===== src/rtl/hack_alu_pkg.sv =====
// Shared definitions for the pipelined Hack ALU: control-word layout and
// the named opcodes the sequencer issues.
package hack_alu_pkg;

    localparam int CTRL_W  = 6;
    localparam int CTRL_ZX = 5;
    localparam int CTRL_NX = 4;
    localparam int CTRL_ZY = 3;
    localparam int CTRL_NY = 2;
    localparam int CTRL_F  = 1;
    localparam int CTRL_NO = 0;

    // Field order matches the bit indices above (zx is the MSB).
    typedef struct packed {
        logic zx;
        logic nx;
        logic zy;
        logic ny;
        logic f;
        logic no;
    } ctrl_t;

    localparam logic [CTRL_W-1:0] ADD   = 6'b000010;
    localparam logic [CTRL_W-1:0] AND   = 6'b000000;
    localparam logic [CTRL_W-1:0] OR    = 6'b010101;
    localparam logic [CTRL_W-1:0] NAND  = 6'b000001;
    localparam logic [CTRL_W-1:0] PASSX = 6'b001100;
    localparam logic [CTRL_W-1:0] NOTX  = 6'b011100;
    localparam logic [CTRL_W-1:0] ZERO  = 6'b101010;
    localparam logic [CTRL_W-1:0] ONE   = 6'b111111;

endpackage


===== src/rtl/hack_alu_core.sv =====
// Combinational Hack-style ALU: zero/negate each operand, add or AND,
// optionally negate the result. Overflow is taken from the raw sum.
module hack_alu_core
    import hack_alu_pkg::*;
#(
    parameter int WIDTH = 16
) (
    input  logic [WIDTH-1:0]  x,
    input  logic [WIDTH-1:0]  y,
    input  logic [CTRL_W-1:0] ctrl,
    output logic [WIDTH-1:0]  out,
    output logic              zr,
    output logic              ng,
    output logic              ov
);

    logic [WIDTH-1:0] x1, x2, y1, y2, sum, o;

    assign x1  = ctrl[CTRL_ZX] ? '0 : x;
    assign x2  = ctrl[CTRL_NX] ? ~x1 : x1;
    assign y1  = ctrl[CTRL_ZY] ? '0 : y;
    assign y2  = ctrl[CTRL_NY] ? ~y1 : y1;
    assign sum = x2 + y2;
    assign o   = ctrl[CTRL_F] ? sum : (x2 & y2);
    assign out = ctrl[CTRL_NO] ? ~o : o;
    assign zr  = (out == '0);
    assign ng  = out[WIDTH-1];
    // Signed overflow of the add itself; the final inversion does not affect it.
    assign ov  = ctrl[CTRL_F] & (x2[WIDTH-1] == y2[WIDTH-1]) & (sum[WIDTH-1] != x2[WIDTH-1]);

endmodule


===== src/rtl/hack_alu_pipe.sv =====
// Two-stage Hack ALU pipeline: register file -> operand register (S1) ->
// ALU -> output register (S2), with writeback at the S1->S2 transfer and
// forwarding of that writeback into the op being accepted the same edge.
module hack_alu_pipe
    import hack_alu_pkg::*;
#(
    parameter int WIDTH  = 16,
    parameter int ADDR_W = 5
) (
    input  logic              clk,
    input  logic              rst,
    input  logic              in_valid,
    output logic              in_ready,
    input  logic [CTRL_W-1:0] ctrl,
    input  logic [ADDR_W-1:0] addr_a,
    input  logic [ADDR_W-1:0] addr_b,
    input  logic [ADDR_W-1:0] addr_d,
    input  logic              wb_en,
    input  logic              init_we,
    input  logic [ADDR_W-1:0] init_addr,
    input  logic [WIDTH-1:0]  init_data,
    output logic              out_valid,
    input  logic              out_ready,
    output logic [WIDTH-1:0]  result,
    output logic              zr,
    output logic              ng,
    output logic              ov,
    output logic              busy
);

    localparam int DEPTH = 2 ** ADDR_W;

    logic [WIDTH-1:0]  rf [DEPTH];

    logic              s1_valid;
    ctrl_t             s1_ctrl;
    logic [ADDR_W-1:0] s1_addr_d;
    logic              s1_wb_en;
    logic [WIDTH-1:0]  s1_x, s1_y;

    logic [WIDTH-1:0]  alu_out;
    logic              alu_zr, alu_ng, alu_ov;

    logic              s1_adv, accept, s1_wb;
    logic [WIDTH-1:0]  op_x, op_y;

    assign s1_adv   = s1_valid && (!out_valid || out_ready);
    assign in_ready = !init_we && (!s1_valid || s1_adv);
    assign accept   = in_valid && in_ready;
    assign s1_wb    = s1_adv && s1_wb_en;
    assign busy     = s1_valid | out_valid;

    // The op leaving S1 this edge writes the register file on the same edge,
    // so a dependent op being accepted must see the ALU output directly.
    assign op_x = (s1_wb && s1_addr_d == addr_a) ? alu_out : rf[addr_a];
    assign op_y = (s1_wb && s1_addr_d == addr_b) ? alu_out : rf[addr_b];

    hack_alu_core #(.WIDTH(WIDTH)) u_core (
        .x    (s1_x),
        .y    (s1_y),
        .ctrl (s1_ctrl),
        .out  (alu_out),
        .zr   (alu_zr),
        .ng   (alu_ng),
        .ov   (alu_ov)
    );

    // Register file: preload first, pipeline writeback last so it wins a same-address collision.
    always_ff @(posedge clk or posedge rst) begin
        if (rst) begin
            for (int i = 0; i < DEPTH; i++) rf[i] <= '0;
        end else begin
            if (init_we) rf[init_addr] <= init_data;
            if (s1_wb)   rf[s1_addr_d] <= alu_out;
        end
    end

    // S1 operand register: load on accept, empty when its op moves on.
    always_ff @(posedge clk or posedge rst) begin
        if (rst) begin
            s1_valid  <= 1'b0;
            s1_ctrl   <= '0;
            s1_addr_d <= '0;
            s1_wb_en  <= 1'b0;
            s1_x      <= '0;
            s1_y      <= '0;
        end else if (accept) begin
            s1_valid  <= 1'b1;
            s1_ctrl   <= ctrl_t'(ctrl);
            s1_addr_d <= addr_d;
            s1_wb_en  <= wb_en;
            s1_x      <= op_x;
            s1_y      <= op_y;
        end else if (s1_adv) begin
            s1_valid  <= 1'b0;
        end
    end

    // S2 output register: holds result and flags stable until the consumer takes them.
    always_ff @(posedge clk or posedge rst) begin
        if (rst) begin
            out_valid <= 1'b0;
            result    <= '0;
            zr        <= 1'b0;
            ng        <= 1'b0;
            ov        <= 1'b0;
        end else if (s1_adv) begin
            out_valid <= 1'b1;
            result    <= alu_out;
            zr        <= alu_zr;
            ng        <= alu_ng;
            ov        <= alu_ov;
        end else if (out_ready) begin
            out_valid <= 1'b0;
        end
    end

endmodule


===== config.mk =====
export PLATFORM = sky130hd
export DESIGN_NAME = hack_alu_pipe
export DESIGN_NICKNAME = d
export VERILOG_FILES = /design/src/rtl/hack_alu_pkg.sv /design/src/rtl/hack_alu_core.sv /design/src/rtl/hack_alu_pipe.sv
export SDC_FILE = /design/constraint.sdc
export NUM_CORES = 2
export LEC_CHECK = 0
export ABC_CLOCK_PERIOD_IN_PS = 22500
export CAP_MARGIN = 30
export CORE_UTILIZATION = 45
export CTS_CLUSTER_SIZE = 14
export DETAILED_ROUTE_END_ITERATION = 12
export SYNTH_ARGS = -nofsm -noshare
export SYNTH_HDL_FRONTEND = slang
export SYNTH_SLANG_ARGS = --single-unit

===== constraint.sdc =====
create_clock -name clk -period 22.5 [get_ports clk]
set_input_delay 4.5 -clock clk [delete_from_list [all_inputs] [get_ports clk]]
set_output_delay 4.5 -clock clk [all_outputs]
set_load 0.05 [all_outputs]

==> impl_metrics.yaml <==
run_status:
  outcome: "finished, final reports clean"
worst_setup_path:
  crit_path_top_delay_cell: "clkdlybuf4s50_1"
  worst-path-stages: 3
  end_kind: "output pin"
  startpoint: "init_we"
  path_cells: "clkdlybuf4s50_1 > a21oi_1 > clkdlybuf4s50_1"
  crit_path_end: "in_ready"
  path_buf_inv: 2
  slowest_delay_ns: 0.87
  reg2reg_slack_ns: 17.66
  cpMostUsedCell: "clkdlybuf4s50_1"
  r2r-end: "zr$_DFFE_PP0P_"
  criticalPathCategory: "in -> out"
  startpoint_type: "primary input"
  rr_worst_depth: 14
  r2r_start: "s1_ctrl[3]$_DFFE_PP0P_"
  path_max_fanout: 8
  path_delay_family: "buffers and inverters"
  cp.required_ns: 18.00
  worstPathArrival_ns: 6.51
grt:
  grt_usage_pct: 30.1
  grt_pass1_wl_um: 181000
  overflow: 0
  antenna_found_initial: 3
  grt_pass1_vias: 27300
  grt_max_degree: 173
final_layout:
  syn2layout_area_growth_pct: 11.7
  drive_above_1_share_pct: 19.4
  fin_nets: 3242
  design_area_um2: 40100
  ff_latch_area_um2: 14400
  multi_input_comb_area_um2: 20600
  nFillCells: 6843
synth:
  synth_common_cells: "576 x dfrtp_1, 552 x mux2i_1, 478 x nand2_1, 374 x o21ai_0, 320 x mux4_2"
  synthAdderAreaFrac_pct: 0.612
  synth.area.mux_share_pct: 36.3
  avgSynthCellArea_um2: 10.9
  synth_top_family_by_area: "multiplexers"
  synthSimpleGateAreaFrac_pct: 8.70
  yosysWarnings: 0
  synth_top_area_share_pct: 40.1
  async_reset_ff_share_pct: 100
  seq_area_frac_synth_pct: 40.1
  synthCells: 3287
  synthDistinctLibCells: 54
  syn-num-nets: 3352
  yosysMostFrequentCell: "dfrtp_1"
  synth_edf_count: 0
  synth_xor_xnor_area_share_pct: 1.72
  synth_seq_cells: 576
  synth-main-ff-cell: "dfrtp_1"
  synthTopCellsByArea: "dfrtp_1 40%, mux4_2 20%, mux2i_1 15%, o21ai_0 5.2%, nand2_1 5.0%"
  syn_area_um2: 36000
  synth_compound_area_share_pct: 8.86
  yosys.area.top_type: "dfrtp_1"
clock_tree:
  post_cts_buffers: 0
  hold_buffers: 0
  numCtsBuffers: 67
  cts_num_sinks: 576
  ctsRootBufferMaster: "clkbuf_16"
  cts_tree: "built"
  cts.reportedPaths.clkPinSlew_ns: 0.06
  clock_latency_ns: 0.62
  cts_resized: 0
  h-tree-depth: 3
  clockBufferDepth: 3
place:
  hpwlAfterDp_um: 72200
  io_buffer_count: 69
  gp_congestion: 0.869
  postPlaceCellArea_um2: 37900
floorplan:
  ios: 70
  coreArea_um2: 79000
  num_rows: 103
  initial_core_util_pct: 45.5
  die_x_um: 285
  die_area_um2: 81000
  die_h_um: 285
timing:
  worstMarginPinSlew_ns: 1.10
  rsz0062_at_grt: "false"
  finalSetupViolCount: 0
  slew-limit-headroom_pct: 26.8
  slew_violations: 0
  max_freq_mhz: 90.8
  fin_crit_sh_pct: 49.0
  skew_ns: 0.0285
  hold_viol: 0
  fin_setup_tns_ns: 0
  fin_crit_ns: 11.01
power:
  power_switching_share_pct: 38.5
  p_total_uw: 4840
  p_per_area_nw_per_um2: 120
  comb_power_share_pct: 41.4
  power.internal_uw: 2970
  p_sw_uw: 1860
  p_seq_share_pct: 36.3
  pwr-share-clk_pct: 22.3
  vdd_drop_max_uv: 75.7
  p_leak_uw: 0.0169
hold_path:
  min-delay-path-class: "reg -> reg"
drt:
  wl_um: 121000
  vias_per_cell: 6.36
  vias: 27200
  drc: 0
  drtIter0Drc: 3086
  wl_per_cell_um: 28.3
  firstDrtPassIters: 6
  ant_nets: 0
run:
  max-cap-violations: 0
[kinds of logic after synthesis]
| logic type | Yosys count |
|---|---|
| compound gates | 616 |
| fa+ha+maj | 17 |
| mux | 901 |
| simple gates | 759 |
| xor+xnor | 69 |
| flops | 576 |
| buf+inv | 349 |
[stage by stage]
step	setup slack, ns	std cells	hold WS, ns	utilization (%)
detailed placement	11.53	4153	0.466	48.0
finish	11.49	4273	0.478	50.8
global route	11.45	4272	0.496	50.8
global placement	11.56	4139	0.461	47.6
floorplan	1.89	3287	0.447	-
CTS	11.52	4264	0.480	50.7
[layer usage]
metal	wire [um]	global-route usage (%)	up-vias
li1	-	-	11700
met1	47500	40.2	13700
met2	56300	46.8	1472
met3	12000	6.77	283
met4	5000	13.4	0
met5	0	0	-
[state kept, by name (all words and copies together) (netlist names)]
register   count
ov             1
out_valid      1
zr             1
rf           512
s1_wb_en       1
s1_x          16
s1_ctrl        6
s1_addr_d      5
s1_valid       1
result        16
s1_y          16
[worst reg2reg max path, delay by kind of cell, from the launching register on]
kind / cells / cell delay (ns)
AO/OA/AOI/OAI: 5 / 1.50
XOR/XNOR: 2 / 0.22
adder cells (fa/ha/maj): 2 / 0.72
buffers and inverters: 1 / 0.28
flip-flops: 1 / 0.58
AND/OR/NAND/NOR: 4 / 1.45
[worst min path at each step]
stage | start | end | cells after the start
5_1_grt | s1_x[15]$_DFFE_PP0P_ | s1_x[15]$_DFFE_PP0P_ | 2
3_3_place_gp | s1_y[15]$_DFFE_PP0P_ | s1_y[15]$_DFFE_PP0P_ | 2
4_1_cts | s1_x[15]$_DFFE_PP0P_ | s1_x[15]$_DFFE_PP0P_ | 2
2_1_floorplan | s1_x[15]$_DFFE_PP0P_ | s1_x[15]$_DFFE_PP0P_ | 2
3_5_place_dp | s1_x[15]$_DFFE_PP0P_ | s1_x[15]$_DFFE_PP0P_ | 2
6_report | s1_x[15]$_DFFE_PP0P_ | s1_x[15]$_DFFE_PP0P_ | 2
[cells in the final DEF (no fill, tap or decap), types with 5 or more instances in the layout]
master             n
nand2_1          466
xnor2_1           43
nand2_2           12
a21oi_1          140
o21ai_0          374
buf_8              8
clkdlybuf4s50_1   61
nor2_2            15
nor3_1             5
clkbuf_1          19
buf_16             7
buf_4             75
nor3b_1            5
buf_12             7
clkinv_2           6
xnor2_2           12
mux2i_1          552
clkbuf_8          11
ha_1              16
mux4_2           320
mux2_2            29
and3_1             5
nor2_4            25
or3_1              5
inv_1              7
nand3b_1           7
dfrtp_1          575
xor2_1            10
nand3_1           12
o21ai_1           75
clkbuf_16         69
nor2_1           138
or2_2              5
nand2b_1          34
[power groups by stage]
| stage | Clock (uW) | Sequential [uW] | Combinational, uW |
|---|---|---|---|
| finish | 1080 | 1750 | 2000 |
| global route | 1130 | 1800 | 2150 |
| CTS | 1100 | 1740 | 1980 |
| detailed placement | 0 | 1750 | 1980 |
| global placement | 0 | 1710 | 1880 |
| floorplan | 0 | 1710 | 1370 |
[layout make-up]
class                           instances  share of cell area [%]
Antenna cell                            4                  0.0249
Timing Repair Buffer                  162                    4.13
Multi-Input combinational cell       2362                    51.4
Clock inverter                         12                   0.365
Sequential cell                       576                    35.9
Tap cell                             1050                    3.27
Clock buffer                           99                    4.86
Inverter                                8                  0.0935
(Power assumes the default switching activity.)
